**src/rtl/jk_share_arbiter.sv**
```systemverilog
// jk_share_arbiter: round-robin arbiter sharing one JK storage bit among NUM_REQ requesters.
// Define JK_ARB_LOCK_EN to add a lock input that lets the current owner keep the grant.
module jk_share_arbiter #(
    parameter int NUM_REQ = 4,
    parameter int CNT_W   = 8
) (
    input  logic                 clk,
    input  logic                 rst_n,
    input  logic [NUM_REQ-1:0]   req,
    input  logic [2*NUM_REQ-1:0] jk,
`ifdef JK_ARB_LOCK_EN
    input  logic [NUM_REQ-1:0]   lock,
`endif
    output logic [NUM_REQ-1:0]   gnt,
    output logic                 q,
    output logic                 q_changed,
    output logic [CNT_W-1:0]     cmd_cnt,
    output logic                 busy
);
    localparam int PTR_W = NUM_REQ > 1 ? $clog2(NUM_REQ) : 1;
    logic [PTR_W-1:0]   r_ptr;
    logic [PTR_W-1:0]   w_win;
    logic [PTR_W-1:0]   w_idx;
    logic [PTR_W-1:0]   w_nxt_ptr;
    logic [1:0]         w_cmd;
    logic               w_nxt_q;
    logic               w_hold;
    logic               w_any;
    logic [NUM_REQ-1:0] w_oh;
`ifdef JK_ARB_LOCK_EN
    logic [PTR_W-1:0]   r_last;
`endif
    assign w_any = |req;
    // Scan from the far end back toward ptr so the closest requester is the last one written.
    always_comb begin
        w_win  = '0;
        w_idx  = '0;
        w_hold = 1'b0;
        for (int k = NUM_REQ - 1; k >= 0; k--) begin
            w_idx = PTR_W'((int'(r_ptr) + k) % NUM_REQ);
            if (req[w_idx]) w_win = w_idx;
        end
`ifdef JK_ARB_LOCK_EN
        w_hold = |(gnt & lock & req);
        if (w_hold) w_win = r_last;
`endif
        w_cmd     = 2'(jk >> {w_win, 1'b0});
        w_nxt_q   = w_cmd == 2'b11 ? ~q : w_cmd == 2'b10 ? 1'b1 : w_cmd == 2'b01 ? 1'b0 : q;
        w_nxt_ptr = w_hold ? r_ptr : PTR_W'((int'(w_win) + 1) % NUM_REQ);
        w_oh        = '0;
        w_oh[w_win] = 1'b1;
    end
    always_ff @(posedge clk or negedge rst_n) begin
        if (!rst_n) begin
            r_ptr     <= '0;
            gnt       <= '0;
            q         <= 1'b0;
            q_changed <= 1'b0;
            cmd_cnt   <= '0;
            busy      <= 1'b0;
`ifdef JK_ARB_LOCK_EN
            r_last    <= '0;
`endif
        end else begin
            busy      <= w_any;
            gnt       <= w_any ? w_oh : '0;
            q_changed <= w_any && (w_nxt_q != q);
            if (w_any) begin
                q       <= w_nxt_q;
                r_ptr   <= w_nxt_ptr;
                cmd_cnt <= &cmd_cnt ? cmd_cnt : cmd_cnt + 1'b1;
`ifdef JK_ARB_LOCK_EN
                r_last  <= w_win;
`endif
            end
        end
    end
endmodule

```
**config.mk**
```make
export PLATFORM = sky130hd
export DESIGN_NAME = jk_share_arbiter
export DESIGN_NICKNAME = d
export VERILOG_FILES = /design/src/rtl/jk_share_arbiter.sv
export SDC_FILE = /design/constraint.sdc
export NUM_CORES = 1
export LEC_CHECK = 0
export CORE_ASPECT_RATIO = 0.7
export CORE_MARGIN = 4
export CORE_UTILIZATION = 46
export CTS_BUF_LIST = sky130_fd_sc_hd__clkbuf_8
export DETAILED_ROUTE_END_ITERATION = 10
export PLACE_DENSITY = 0.76
export SYNTH_ARGS = -nofsm -noshare
export SYNTH_HDL_FRONTEND = slang
export SYNTH_SLANG_ARGS = --single-unit
```
**constraint.sdc**
```tcl
create_clock -name clk -period 2.1 [get_ports clk]
set_clock_uncertainty 0.2 [all_clocks]
set_input_delay 0.315 -clock clk [delete_from_list [all_inputs] [get_ports clk]]
set_output_delay 0.315 -clock clk [all_outputs]
set_load 0.02 [all_outputs]
```
==> metrics.yaml <==
run_status:
  status: "completed"
clocking:
  hold_buffers: 0
  clk_pin_slew_ns: 0.06
  cts_buffers: 3
  htreeDepth: 1
  cts_tree: "yes"
  cts_setup_buffers: 0
  insertion_delay_ns: 0.25
  cts_root_buf: "clkbuf_8"
  cts_resized: 0
  cts.sinks: 17
  cts_buffer_depth: 2
sta:
  grt_setup_unrepaired: "false"
  max_freq_mhz: 493.8
  setup_violations: 0
  fin_crit_sh_pct: 96.44
  min_period_ns: 2.025
  worst_pin_slew_ns: 0.3190
  slew_headroom_pct: 78.58
  drv_slew: 0
  hold_viol_final: 0
critical_path:
  critPathCaptureType: "flop"
  worstSetupPathType: "in -> reg"
  cp-start-kind: "primary input"
  critical_path_required_ns: 2.04
  r2r-start: "r_ptr[1]"
  cp_max_fo: 6
  critPathLaunch: "req[1]"
  cp.arrival_ns: 1.96
yosys:
  synth.yosys.seq_area_share_pct: 48.36
  yosys.area.top_type_share_pct: 48.36
  synth_cells: 77
  synth_area_per_cell_um2: 11.42
  ys_top_cells_by_area: "dfrtp_1 (48%), ha_1 (7.1%), mux2i_1 (5.7%)"
  ys_ff_latch: 17
  synth_cell_types: 27
  synth_area_leader_cell: "dfrtp_1"
  ys.warnings.count: 0
  syn_nets: 96
  synth_area_um2: 879.6
layout:
  stdcell_count: 137
  final_core_util_pct: 75.66
  nFillCells: 119
  drive_above_1_share_pct: 14.66
  num_antenna_cells: 0
  most-common-layout-cells: "clkdlybuf4s50_1 (28), dfrtp_1 (17), nand2_1 (9), buf_4 (7)"
  syn_to_final_growth_pct: 45.95
  final_common_cell: "clkdlybuf4s50_1"
  nNetsFinal: 136
die:
  ioPinCount: 29
  rows: 12
  die_area_um2: 2687
  coreArea_um2: 1697
  start_util_pct: 51.84
  die_x_um: 60.27
  die_y_um: 44.59
grt:
  grt_pass1_vias: 679
  track_usage_pct: 16.09
  grt_pass1_wl_um: 3174
  grt_max_degree: 18
  antenna_found_initial: 0
  overflow: 0
power_and_ir_drop:
  powerDensity_nw_per_um2: 1325
  vdd_ir_drop_max_mv: 1.009
  p_sw_share_pct: 38.37
  sequentialPowerShare_pct: 36.2
  power.switching_mw: 0.6525
  p_comb_share_pct: 50.2
  p_clk_share_pct: 13.6
  p_leak_nw: 0.5639
  p_int_mw: 1.048
place:
  gp_congestion: 0.7154
  dpl.cell_count: 133
  port-buffer-count: 28
  dp_hpwl_um: 1567
detailed_routing:
  wire_per_inst_um: 14.31
  drc: 0
  drt_wl_total_um: 1961
  antenna_left: 0
  viasPerCell: 5.088
  vias: 697
  firstDrtPassIters: 4
  drtIter0Drc: 20
run:
  drv_cap: 0
worst_hold_path:
  min_path_type: "in -> async"
layout make-up:
| class | instances | area (µm²) | area share (%) |
|---|---|---|---|
| Clock buffer | 3 | 41.29 | 3.216 |
| Multi-Input combinational cell | 55 | 435.4 | 33.92 |
| Clock inverter | 1 | 3.754 | 0.2924 |
| Sequential cell | 17 | 425.4 | 33.14 |
| Timing Repair Buffer | 35 | 332.8 | 25.93 |
| Tap cell | 21 | 26.28 | 2.047 |
| Inverter | 5 | 18.77 | 1.462 |
through the flow:
| step | setup slack, ns | hold WS (ns) | total power [mW] | area [µm²] | TNS [ns] |
|---|---|---|---|---|---|
| detailed placement | -0.2000 | 0.3174 | 1.471 | 1239 | -0.8726 |
| global placement | -0.1240 | 0.2822 | 1.450 | 1239 | -0.4133 |
| floorplan | 0.1323 | -0.1806 | 1.088 | 879.6 | 0 |
| global route | 0.004763 | 0.2152 | 1.805 | 1284 | 0 |
| finish | 0.07469 | 0.1907 | 1.700 | 1284 | 0 |
| CTS | 0.05906 | 0.2016 | 1.716 | 1284 | 0 |
path summary, 6_finish.rpt:
| kind | cells past startpoint | to | slack (ns) |
|---|---|---|---|
| worst min register to register | 1 | cmd_cnt[7] | 0.32 |
| max in group asynchronous | 2 | cmd_cnt[0] | 1.32 |
| worst max register to register | 5 | q | 0.25 |
| min in group clk | 1 | cmd_cnt[7] | 0.32 |
| worst max-delay path | 6 | q | 0.07 |
| worst min-delay path | 2 | cmd_cnt[4] | 0.19 |
worst max-delay path, stage by stage:
cell and delay [ns]:
clkdlybuf4s50_1 0.54, nand3b_1 0.27, a2bb2oi_4 0.28, mux2i_1 0.12, mux2_2 0.28, o22a_1 0.15
logic make-up (layout without fill, tap and decap cells):
| logic type | count (synthesis) | count (layout) | share of synthesized area [%] |
|---|---|---|---|
| muxes | 7 | 7 | 8.250 |
| and+or+nand+nor | 27 | 27 | 18.07 |
| buffers and inverters | 5 | 44 | 2.133 |
| AOI/OAI and AO/OA | 9 | 9 | 9.105 |
| DFF | 17 | 17 | 48.36 |
| adders and majority gates | 5 | 5 | 7.112 |
| xor gates and xnor gates | 7 | 7 | 6.970 |
metal layers:
| layer | GRT usage [%] | part of all wire, % | up-vias |
|---|---|---|---|
| met4 | 1.327 | 0 | 0 |
| met2 | 27.37 | 50 | 18 |
| met5 | 0 | 0 | - |
| met3 | 6.122 | 4.8 | 0 |
| li1 | - | - | 346 |
| met1 | 20.21 | 45 | 333 |
cells in the mapped netlist, drive strengths merged:
library cell / number
a21oi: 4
a2bb2oi: 1
a31oi: 1
and2: 4
clkinv: 1
dfrtp: 17
ha: 5
inv: 4
mux2: 2
mux2i: 5
nand2: 10
nand3: 2
nand3b: 1
nand4: 3
nor2: 2
nor2b: 1
nor3: 2
nor3b: 1
nor4: 1
o22a: 1
o22ai: 1
o2bb2ai: 1
xnor2: 5
xor2: 2
registers in the layout (all words and copies together) (netlist names):
register   cells
busy           1
cmd_cnt        8
gnt            4
q              1
q_changed      1
r_ptr          2
power groups by stage:
stage | sequential [mW] | clock, mW | combinational (mW)
after floorplan | 0.750 | 0 | 0.338
after global placement | 0.616 | 0 | 0.834
after detailed placement | 0.620 | 0 | 0.851
after CTS | 0.616 | 0.237 | 0.863
after global routing | 0.640 | 0.254 | 0.911
final | 0.615 | 0.232 | 0.853
No activity file was read; power rests on OpenSTA's default activity.
